`src/rtl/meas_range_ctrl_if.sv`:
```
// Controller-to-datapath/display bus for the frequency meter range controller.
// The controller takes the master side; the datapath/display model takes the slave side.
interface meas_range_ctrl_if #(
   parameter int CW = 24
);
   logic          run;
   logic          cin_rise;
   logic [CW-1:0] cnt;
   logic          cnt_ovf;
   logic          clr;
   logic          gate;
   logic [1:0]    mode;
   logic          latch;
   logic          valid;
   logic [CW-1:0] result;
   logic [1:0]    res_mode;
   logic          over;
   logic          tmo;

   modport master (
      input  run, cin_rise, cnt, cnt_ovf,
      output clr, gate, mode, latch, valid, result, res_mode, over, tmo
   );

   modport slave (
      output run, cin_rise, cnt, cnt_ovf,
      input  clr, gate, mode, latch, valid, result, res_mode, over, tmo
   );
endinterface

```
`src/rtl/meas_range_ctrl.sv`:
```
// Measurement sequencer and auto-ranger: drives the shared gated counter through
// clr/gate/settle/latch and steps between PER, LONG and SHORT modes from each result.
module meas_range_ctrl #(
   parameter int CW         = 24,
   parameter int GATE_LONG  = 50_000_000,
   parameter int GATE_SHORT = 50_000,
   parameter int PER_TMO    = 500_000_000,
   parameter int SETTLE     = 4,
   parameter int HI_TH      = 999_999,
   parameter int LO_LONG    = 10,
   parameter int LO_SHORT   = 1000,
   parameter int PER_TH     = 100
) (
   input  logic             clk,
   input  logic             Rst,
   meas_range_ctrl_if.master io_bus
);

   typedef enum logic [2:0] {
      S_IDLE, S_CLR, S_ARM, S_GATE, S_SETTLE, S_LATCH, S_DECIDE
   } state_t;

   typedef enum logic [1:0] {
      M_PER   = 2'd0,
      M_LONG  = 2'd1,
      M_SHORT = 2'd2
   } mode_t;

   // One shared timer covers gate length, PER timeout and settle delay.
   localparam int TMAX = (PER_TMO > GATE_LONG) ? PER_TMO : GATE_LONG;
   localparam int TW   = $clog2(TMAX + 1);

   localparam logic [TW-1:0] L_LONG_END   = TW'(GATE_LONG - 1);
   localparam logic [TW-1:0] L_SHORT_END  = TW'(GATE_SHORT - 1);
   localparam logic [TW-1:0] L_TMO_END    = TW'(PER_TMO - 1);
   localparam logic [TW-1:0] L_SETTLE_END = TW'(SETTLE - 1);

   localparam logic [CW-1:0] L_HI_TH    = CW'(HI_TH);
   localparam logic [CW-1:0] L_LO_LONG  = CW'(LO_LONG);
   localparam logic [CW-1:0] L_LO_SHORT = CW'(LO_SHORT);
   localparam logic [CW-1:0] L_PER_TH   = CW'(PER_TH);

   state_t        r_state;
   mode_t         r_mode;
   mode_t         r_res_mode;
   logic [TW-1:0] r_timer;
   logic          r_clr;
   logic          r_gate;
   logic          r_latch;
   logic          r_valid;
   logic [CW-1:0] r_result;
   logic          r_over;
   logic          r_tmo;

   mode_t         w_next_mode;
   logic          w_over;
   logic          w_gate_end;
   logic          w_tmo_now;

   assign w_gate_end = (r_mode == M_LONG) ? (r_timer == L_LONG_END)
                                          : (r_timer == L_SHORT_END);

   // A cin_rise in the same cycle as the timeout wins: the edge is still usable.
   assign w_tmo_now = (r_timer == L_TMO_END) && !io_bus.cin_rise &&
                      ((r_state == S_ARM) || (r_state == S_GATE && r_mode == M_PER));

   // NOTE: every variable gets a default before the case so no latch is inferred.
   always_comb begin
      w_next_mode = r_mode;
      w_over      = 1'b0;
      case (r_mode)
         M_LONG: begin
            if (io_bus.cnt_ovf || io_bus.cnt > L_HI_TH) w_next_mode = M_SHORT;
            else if (io_bus.cnt < L_LO_LONG)            w_next_mode = M_PER;
         end
         M_SHORT: begin
            if (io_bus.cnt_ovf)                  w_over      = 1'b1;
            else if (io_bus.cnt < L_LO_SHORT)    w_next_mode = M_LONG;
         end
         M_PER: begin
            if (io_bus.cnt < L_PER_TH) w_next_mode = M_LONG;
         end
         default: w_next_mode = M_LONG;
      endcase
   end

   // NOTE: sequential state uses non-blocking assignments only, so every register
   // in this block sees the pre-edge values of the others.
   always_ff @(posedge clk or posedge Rst) begin
      if (Rst) begin
         r_state    <= S_IDLE;
         r_mode     <= M_LONG;
         r_res_mode <= M_LONG;
         r_timer    <= '0;
         r_clr      <= 1'b0;
         r_gate     <= 1'b0;
         r_latch    <= 1'b0;
         r_valid    <= 1'b0;
         r_result   <= '0;
         r_over     <= 1'b0;
         r_tmo      <= 1'b0;
      end else begin
         r_clr   <= 1'b0;
         r_latch <= 1'b0;
         r_valid <= 1'b0;
         if (!io_bus.run && r_state != S_DECIDE) begin
            r_state <= S_IDLE;
            r_gate  <= 1'b0;
         end else if (w_tmo_now) begin
            r_state    <= S_DECIDE;
            r_gate     <= 1'b0;
            r_valid    <= 1'b1;
            r_result   <= '0;
            r_res_mode <= r_mode;
            r_over     <= 1'b0;
            r_tmo      <= 1'b1;
         end else begin
            case (r_state)
               S_IDLE: begin
                  r_state <= S_CLR;
                  r_clr   <= 1'b1;
               end
               S_CLR: begin
                  r_timer <= '0;
                  if (r_mode == M_PER) begin
                     r_state <= S_ARM;
                  end else begin
                     r_state <= S_GATE;
                     r_gate  <= 1'b1;
                  end
               end
               S_ARM: begin
                  if (io_bus.cin_rise) begin
                     r_state <= S_GATE;
                     r_gate  <= 1'b1;
                     r_timer <= '0;
                  end else begin
                     r_timer <= r_timer + TW'(1);
                  end
               end
               S_GATE: begin
                  if ((r_mode == M_PER) ? io_bus.cin_rise : w_gate_end) begin
                     r_state <= S_SETTLE;
                     r_gate  <= 1'b0;
                     r_timer <= '0;
                  end else begin
                     r_timer <= r_timer + TW'(1);
                  end
               end
               S_SETTLE: begin
                  if (r_timer == L_SETTLE_END) begin
                     r_state <= S_LATCH;
                     r_latch <= 1'b1;
                  end else begin
                     r_timer <= r_timer + TW'(1);
                  end
               end
               S_LATCH: begin
                  r_state    <= S_DECIDE;
                  r_valid    <= 1'b1;
                  r_result   <= io_bus.cnt;
                  r_res_mode <= r_mode;
                  r_over     <= w_over;
                  r_tmo      <= 1'b0;
                  r_mode     <= w_next_mode;
               end
               S_DECIDE: begin
                  if (io_bus.run) begin
                     r_state <= S_CLR;
                     r_clr   <= 1'b1;
                  end else begin
                     r_state <= S_IDLE;
                  end
               end
               default: r_state <= S_IDLE;
            endcase
         end
      end
   end

   assign io_bus.clr      = r_clr;
   assign io_bus.gate     = r_gate;
   assign io_bus.mode     = r_mode;
   assign io_bus.latch    = r_latch;
   assign io_bus.valid    = r_valid;
   assign io_bus.result   = r_result;
   assign io_bus.res_mode = r_res_mode;
   assign io_bus.over     = r_over;
   assign io_bus.tmo      = r_tmo;

endmodule
```
`src/flat_wrapper.sv`:
```
// flat-port wrapper written by rule: the top's interface ports become plain ports
module meas_range_ctrl_flat 
#(
   parameter int CW         = 24,
   parameter int GATE_LONG  = 50_000_000,
   parameter int GATE_SHORT = 50_000,
   parameter int PER_TMO    = 500_000_000,
   parameter int SETTLE     = 4,
   parameter int HI_TH      = 999_999,
   parameter int LO_LONG    = 10,
   parameter int LO_SHORT   = 1000,
   parameter int PER_TH     = 100
)
  (clk, Rst, io_bus_run, io_bus_cin_rise, io_bus_cnt, io_bus_cnt_ovf, io_bus_clr, io_bus_gate, io_bus_mode, io_bus_latch, io_bus_valid, io_bus_result, io_bus_res_mode, io_bus_over, io_bus_tmo);
  meas_range_ctrl_if #(.CW(CW)) io_bus_i ();
  input  logic clk;
  input  logic Rst;
  input wire logic [$bits(io_bus_i.run)-1:0] io_bus_run;
  input wire logic [$bits(io_bus_i.cin_rise)-1:0] io_bus_cin_rise;
  input wire logic [$bits(io_bus_i.cnt)-1:0] io_bus_cnt;
  input wire logic [$bits(io_bus_i.cnt_ovf)-1:0] io_bus_cnt_ovf;
  output wire logic [$bits(io_bus_i.clr)-1:0] io_bus_clr;
  output wire logic [$bits(io_bus_i.gate)-1:0] io_bus_gate;
  output wire logic [$bits(io_bus_i.mode)-1:0] io_bus_mode;
  output wire logic [$bits(io_bus_i.latch)-1:0] io_bus_latch;
  output wire logic [$bits(io_bus_i.valid)-1:0] io_bus_valid;
  output wire logic [$bits(io_bus_i.result)-1:0] io_bus_result;
  output wire logic [$bits(io_bus_i.res_mode)-1:0] io_bus_res_mode;
  output wire logic [$bits(io_bus_i.over)-1:0] io_bus_over;
  output wire logic [$bits(io_bus_i.tmo)-1:0] io_bus_tmo;
  assign io_bus_i.run = io_bus_run;
  assign io_bus_i.cin_rise = io_bus_cin_rise;
  assign io_bus_i.cnt = io_bus_cnt;
  assign io_bus_i.cnt_ovf = io_bus_cnt_ovf;
  assign io_bus_clr = io_bus_i.clr;
  assign io_bus_gate = io_bus_i.gate;
  assign io_bus_mode = io_bus_i.mode;
  assign io_bus_latch = io_bus_i.latch;
  assign io_bus_valid = io_bus_i.valid;
  assign io_bus_result = io_bus_i.result;
  assign io_bus_res_mode = io_bus_i.res_mode;
  assign io_bus_over = io_bus_i.over;
  assign io_bus_tmo = io_bus_i.tmo;
  meas_range_ctrl #(.CW(CW), .GATE_LONG(GATE_LONG), .GATE_SHORT(GATE_SHORT), .PER_TMO(PER_TMO), .SETTLE(SETTLE), .HI_TH(HI_TH), .LO_LONG(LO_LONG), .LO_SHORT(LO_SHORT), .PER_TH(PER_TH)) u_core (.clk(clk), .Rst(Rst), .io_bus(io_bus_i));
endmodule
```
`config.mk`:
```
export PLATFORM = sky130hd
export DESIGN_NAME = meas_range_ctrl_flat
export DESIGN_NICKNAME = d
export VERILOG_FILES = /design/src/rtl/meas_range_ctrl_if.sv /design/src/rtl/meas_range_ctrl.sv /design/src/flat_wrapper.sv
export SDC_FILE = /design/constraint.sdc
export NUM_CORES = 1
export LEC_CHECK = 0
export ABC_AREA = 0
export CAP_MARGIN = 25
export CORE_MARGIN = 2
export CORE_UTILIZATION = 41
export CTS_CLUSTER_DIAMETER = 50
export DETAILED_ROUTE_END_ITERATION = 16
export GPL_TIMING_DRIVEN = 0
export PLACE_DENSITY = 0.69
export REMOVE_ABC_BUFFERS = 1
export SLEW_MARGIN = 20
export SYNTH_ARGS = -nofsm -noshare
export SYNTH_HDL_FRONTEND = slang
export SYNTH_SLANG_ARGS = --single-unit
```
`constraint.sdc`:
```
create_clock -name clk -period 2.6 [get_ports clk]
set_input_delay 0.26 -clock clk [delete_from_list [all_inputs] [get_ports clk]]
set_output_delay 0.26 -clock clk [all_outputs]
set_load 0.03 [all_outputs]
```
==> run summary, run 1 <==
Status = completed
Clock root buffer = clkbuf_8
Fillers = 737
Critical path type = reg -> reg
Post-DR vias/cell = 5.815
R2R Setup Slk = 20 ps
Worst R2R Path Depth = 7
Initial antenna violation count = 0
Layout cells sized above 1 = 11.39%
Actual slew at the worst max-slew pin = 556.1 ps
Routed Antenna Nets = 0
First-pass GRT wire length = 16480 um
M2 GR Usage = 32.43%
Critical-path top delay cell = or4_4
Die Height = 97.15 um
Non-Filler Instances = 588
Starting density of the core = 42.86%
Worst Skew = 12.20 ps
Fin. Hold Viols = 0
Most numerous cell on the critical path = or4_4
PwrDens = 760.5 mW/mm2
Worst rel slew slack = 62.93%
Worst-path cell chain = ha_4 -> nand3_4 -> or2_4 -> or4_4 -> or4_4 -> or3_1 -> a21oi_1
Cell variety after synth = 47
Detailed Route Iter0 Violations = 260
Period utilisation layout = 99.37%
Setup violators final = 0
WL/cell = 16.78 um
CP Max Fanout = 4
Core box area = 0.008299 mm2
I/O Buffers = 62
Startpoint types = flop
Die Width = 97.15 um
Worst VDD drop = 337.0 uV
Placed cell count = 559
Setup WS post-layout = 16.38 ps
Vias in the first global route = 3314
Synth Register Bits = 66
Avg Inst Size Synth = 8.655 um2
Mapped Area = 0.003557 mm2
Synth top area share = 45.02%
Final #Nets = 508
Clock transition at path regs = 80 ps
Total CTS buffers = 9
Sw Pwr = 1.344 mW
Asr flop ratio synth = 100.0%
Peak per-stage delay on the critical path = 550 ps
Clock Path Buffers = 2
Top_reg_cell synth = dfrtp_1
Leakage Power = 1.800 nW
Clk_lat worst skew = 360 ps
GRT Total Usage = 21.14%
Synth area leaders = dfrtp_1, nand2_1, o21ai_0
GR Util met1 = 29.43%
CTS sink count = 66
Die Footprint = 0.009437 mm2
Largest net degree at the start of global routing = 51
Global placer's final weighted congestion = 0.8909
# IOs = 63
Switching Share = 37.79%
Via count = 3419
Crit path DAT = 2860 ps
Unrepaired setup endpoints after global routing = yes
DR DRC count = 0
Drt pass-1 iters = 8
Total grt overflow = 0
Commonest cells post-synth = nand2_1, dfrtp_1, o21ai_0, nor2_1, a21oi_1
# H-tree levels = 3
Post-synth EDFFs = 0
R2r endpoint = u_core.r_timer[28]
CP endpoint kind = flop
Sequential Power Share = 37.8%
# rows = 33
WL final = 9868 um
Detail Placement HPWL = 6525 um
CTS tree = yes
Place WS = -811.2 ps
Mapped Cells = 411
Top Usage Layer GRT = met2
Internal Pwr Total = 2.213 mW
Clock network power share = 24.2%
R2R Path Start = u_core.r_timer[1]
Area leader, netlist = dfrtp_1
Synth Warn # = 0
GR Util met3 = 4.245%
Tightest Hold Check Type = in -> async
Most frequent cell after synthesis = nand2_1
Inserted Diodes = 0
Area grow syn2layout = 31.48%
Fin crit period = 2584 ps
Max-Cap Viols = 0
Slew Viols, Final = 0
Logic pwr share = 38.1%
Required time worst endpoint = 2880 ps
Top achievable clock speed = 0.3871 GHz
Register area share after synthesis = 46.50%
[timing repair]
item / CTS / global route
pin swaps: 0 / 8
setup endpoints to repair: 59 / 33
gates resized for setup: 12 / 8
buffers inserted: 2 / 8
hold buffers: 0 / 0
cloned: 0 / 2
[cell usage in the layout, fill, tap and decap left out, types with 8 or more instances in the layout]
cell             synthesis  final
or3_1                    9      8
o21ai_0                 38     38
clkbuf_8                 0     10
clkdlybuf4s50_1          0     62
a21oi_1                 26     26
nand2_1                 66     66
or4_1                   18     17
nand3_1                 20     19
buf_4                    0     11
o31ai_1                 17     17
nand4_1                 12     12
nor2_1                  30     30
dfrtp_1                 64     64
[per-layer routing]
metal,wire [um],up-vias
met2,4703,118
met5,0,-
met1,4428,1643
li1,-,1652
met4,81,0
met3,654,6
[kinds of logic after synthesis]
logic type	after synthesis	synth area share, %
mux	4	1.231
fa+ha+maj	1	0.3517
xor+xnor	7	1.724
flops	66	46.50
simple gates	197	28.35
buf+inv	29	3.306
compound gates	107	18.54
[worst max-delay path: cells and delay by family, from the launching register on]
| kind | cells | cell delay [ps] |
|---|---|---|
| AND/OR/NAND/NOR | 5 | 1770 |
| adder cells (fa/ha/maj) | 1 | 190 |
| AO/OA/AOI/OAI | 1 | 140 |
| flip-flops | 1 | 400 |
[worst max-delay path by stage]
stage | cells after the start | slack [ps] | start | to
global placement | 7 | -2050 | io_bus_cin_rise | u_core.r_timer[12]
floorplan | 7 | -630 | u_core.r_timer[0] | u_core.r_timer[10]
detailed placement | 7 | -810 | io_bus_cin_rise | u_core.io_bus.res_mode[1]
global route | 7 | -40 | u_core.r_timer[1] | u_core.r_timer[28]
finish | 7 | 20 | u_core.r_timer[1] | u_core.r_timer[28]
CTS | 7 | -60 | u_core.r_timer[11] | u_core.r_timer[20]
[power by group through the flow]
stage               clock [mW]  combinational, mW  sequential (mW)
floorplan                    0              0.400             1.64
global placement             0               1.18             1.36
detailed placement           0               1.23             1.37
CTS                      0.875               1.29             1.34
global route             0.926               1.46             1.37
finish                   0.859               1.35             1.34
[state kept, by name, summed over array words and instances (netlist names)]
| name | count |
|---|---|
| u_core.r_state | 3 |
| u_core.io_bus.gate | 1 |
| u_core.io_bus.res_mode | 2 |
| u_core.io_bus.clr | 1 |
| u_core.io_bus.valid | 1 |
| u_core.io_bus.latch | 1 |
| u_core.io_bus.tmo | 1 |
| u_core.io_bus.result | 24 |
| u_core.io_bus.mode | 2 |
| u_core.io_bus.over | 1 |
| u_core.r_timer | 29 |
[cell type report]
| cell class | instances | area (um2) | area share (%) |
|---|---|---|---|
| clock buffers | 13 | 148.9 | 3.184 |
| multi-input cells | 318 | 1916 | 40.96 |
| clock inverters | 3 | 40.04 | 0.8561 |
| repair buffers | 77 | 762.0 | 16.29 |
| well taps | 105 | 131.4 | 2.809 |
| flip-flops and latches | 66 | 1654 | 35.37 |
| inverters | 6 | 25.02 | 0.5350 |
[through the flow]
stage	util [%]	power, mW	setup TNS, ps	hold WS (ps)	instance area [um2]
after CTS	54.67	3.507	-759.8	196.1	4537
after global placement	50.78	2.535	-106030	463.0	4214
after detailed placement	51.58	2.597	-34060	471.1	4280
after floorplan	-	2.043	-17420	376.8	3462
final	56.35	3.557	0	183.1	4677
after global routing	56.35	3.756	-48.52	209.0	4677
No activity file was read; power rests on OpenSTA's default activity.
==> run 2: changes to the inputs <==
--- a/config.mk
+++ b/config.mk
@@ -6,14 +6,15 @@
 export NUM_CORES = 1
 export LEC_CHECK = 0
 export ABC_AREA = 0
+export ABC_CLOCK_PERIOD_IN_PS = 2600
 export CAP_MARGIN = 25
 export CORE_MARGIN = 2
 export CORE_UTILIZATION = 41
-export CTS_CLUSTER_DIAMETER = 50
 export DETAILED_ROUTE_END_ITERATION = 16
 export GPL_TIMING_DRIVEN = 0
 export PLACE_DENSITY = 0.69
 export REMOVE_ABC_BUFFERS = 1
+export SETUP_SLACK_MARGIN = 0.1
 export SLEW_MARGIN = 20
 export SYNTH_ARGS = -nofsm -noshare
 export SYNTH_HDL_FRONTEND = slang
==> run 2 against run 1 <==
  * Total power is 1.1% higher
  * Utilization is 0.72 points higher
  * Cell area is 1.3% higher
  * Global-route usage is 0.89 points higher
  * Wire length is 2.5% higher
  * Critical path type unchanged
  * Largest power group unchanged
==> run summary, run 2 (synthesis results as in run 1) <==
Clock Path Buffers = 2 (unchanged)
Clock transition at path regs = 80 ps (about the same)
WL/cell = 17.09 um (was 16.78 um)
Initial antenna violation count = 0 (unchanged)
Via count = 3489 (was 3419)
Largest register FFs = 29 (unchanged)
I/O Buffers = 62 (unchanged)
Vias in the first global route = 3376 (was 3314)
Detailed Route Iter0 Violations = 276 (was 260)
Status = completed (unchanged)
Crit path DAT = 2740 ps (was 2860 ps)
Clk_lat worst skew = 350 ps (was 360 ps)
Critical path type = reg -> reg (unchanged)
Final instance area = 0.004737 mm2 (was 0.004677 mm2)
Actual slew at the worst max-slew pin = 576.1 ps (was 556.1 ps)
Placed cell count = 559 (unchanged)
PwrDens = 759.5 mW/mm2 (was 760.5 mW/mm2)
Core Util, Final = 57.08% (was 56.35%)
Biggest register = u_core.r_timer (unchanged)
Final #Nets = 512 (was 508)
Die Width = 97.15 um (unchanged)
R2R Setup Slk = 130 ps (was 20 ps)
Commonest non-fill, non-tap cell in the layout = nand2_1 (unchanged)
WL final = 10120 um (was 9868 um)
Inserted Diodes = 0 (unchanged)
Routed Antenna Nets = 0 (unchanged)
Most numerous cell on the critical path = or4_4 (unchanged)
Core box area = 0.008299 mm2 (unchanged)
Worst-path cell chain = ha_4 -> nand3_4 -> or2_4 -> or4_4 -> or4_4 -> or3_1 -> a21oi_1 (unchanged)
Leakage Power = 1.823 nW (was 1.800 nW)
Critical-path top delay cell = or4_4 (unchanged)
Global placer's final weighted congestion = 0.8909 (unchanged)
Setup WS post-layout = 133.4 ps (was 16.38 ps)
CP delay by family, top = simple AND/OR/NAND/NOR gates (unchanged)
# IOs = 63 (unchanged)
Setup TNS = 0 ps (unchanged)
Total grt overflow = 0 (unchanged)
Non-Filler Instances = 592 (was 588)
Tightest Hold Check Type = in -> async (unchanged)
Place WS = -811.2 ps (unchanged)
Setup violators final = 0 (unchanged)
Area grow syn2layout = 33.17% (was 31.48%)
Max-Cap Viols = 0 (unchanged)
Post-DR vias/cell = 5.894 (was 5.815)
Fin. Hold Viols = 0 (unchanged)
Post-place instance area = 0.004280 mm2 (unchanged)
First-pass GRT wire length = 17080 um (was 16480 um)
Total CTS buffers = 9 (unchanged)
Commonest non-fill, non-tap cells in the layout = nand2_1, clkdlybuf4s50_1, dfrtp_1 (was nand2_1, dfrtp_1, clkdlybuf4s50_1)
Worst Skew = 11.92 ps (was 12.20 ps)
Detail Placement HPWL = 6525 um (unchanged)
Worst rel slew slack = 61.59% (was 62.93%)
Worst Path Buf+Inv = 0 (unchanged)
CTS Hold Buffers Added = 0 (unchanged)
Starting density of the core = 42.86% (unchanged)
Period utilisation layout = 94.87% (was 99.37%)
Slew Viols, Final = 0 (unchanged)
Largest net degree at the start of global routing = 51 (unchanged)
CP endpoint kind = flop (unchanged)
Die Height = 97.15 um (unchanged)
Clock root buffer = clkbuf_8 (unchanged)
Top achievable clock speed = 0.4054 GHz (was 0.3871 GHz)
Required time worst endpoint = 2880 ps (about the same)
CTS tree = yes (unchanged)
Die Footprint = 0.009437 mm2 (unchanged)
CP Max Fanout = 3 (was 4)
CTS sink count = 66 (unchanged)
Fin crit period = 2467 ps (was 2584 ps)
Fin Hold WS = 190.2 ps (was 183.1 ps)
Unrepaired setup endpoints after global routing = yes (unchanged)
# H-tree levels = 3 (unchanged)
# rows = 33 (unchanged)
Layout cells sized above 1 = 13.55% (was 11.39%)
Drt pass-1 iters = 7 (was 8)
Worst VDD drop = 354.9 uV (was 337.0 uV)
Peak per-stage delay on the critical path = 530 ps (was 550 ps)
Total power = 3.598 mW (was 3.557 mW)
GRT Total Usage = 22.03% (was 21.14%)
DR DRC count = 0 (unchanged)
Startpoint types = flop (unchanged)
## run 2: where the power goes
group          internal, mW  total (mW)  switching (mW)
clock network         0.467       0.854           0.387
registers              1.21        1.34           0.137
logic                 0.569        1.40           0.830
total                  2.24        3.60            1.35
## run 2: layout make-up
class                   instances  area, um2
fillers                       731       3562
flip-flops and latches         66       1659
inverters                       6      25.02
multi-input cells             318       1926
clock buffers                  13      148.9
well taps                     105      131.4
repair buffers                 81      807.0
clock inverters                 3      40.04
## run 2: worst register-to-register path: cells and delay by family, from the launching register on
kind                     cells  cell delay, ps
AND/OR/NAND/NOR              5            1690
flip-flops                   1             400
AO/OA/AOI/OAI                1             120
adder cells (fa/ha/maj)      1             180
## run 2: timing repair
action,CTS,global route
setup endpoints to repair,59,60
gates resized for setup,17,12
cloned,2,0
pin swaps,5,10
setup buffers,5,9
## run 2: path summary, 6_finish.rpt
check                           cells after the start                        to               from
max in group asynchronous                           3     u_core.io_bus.mode[0]                Rst
worst min register to register                      1         u_core.io_bus.tmo  u_core.io_bus.tmo
worst max-delay path                                7        u_core.r_timer[28]  u_core.r_timer[0]
min in group clk                                    3   u_core.io_bus.result[0]      io_bus_cnt[0]
worst min-delay path                                2  u_core.io_bus.result[13]                Rst
worst max register to register                      7        u_core.r_timer[28]  u_core.r_timer[0]
## run 2: routing by layer
layer | up-vias | global-route usage (%) | routed length (um)
met5 | - | 0 | 0
met4 | 0 | 7.909 | 101
met3 | 8 | 4.460 | 673
met2 | 133 | 34.29 | 4889
met1 | 1687 | 30.54 | 4452
li1 | 1661 | - | -
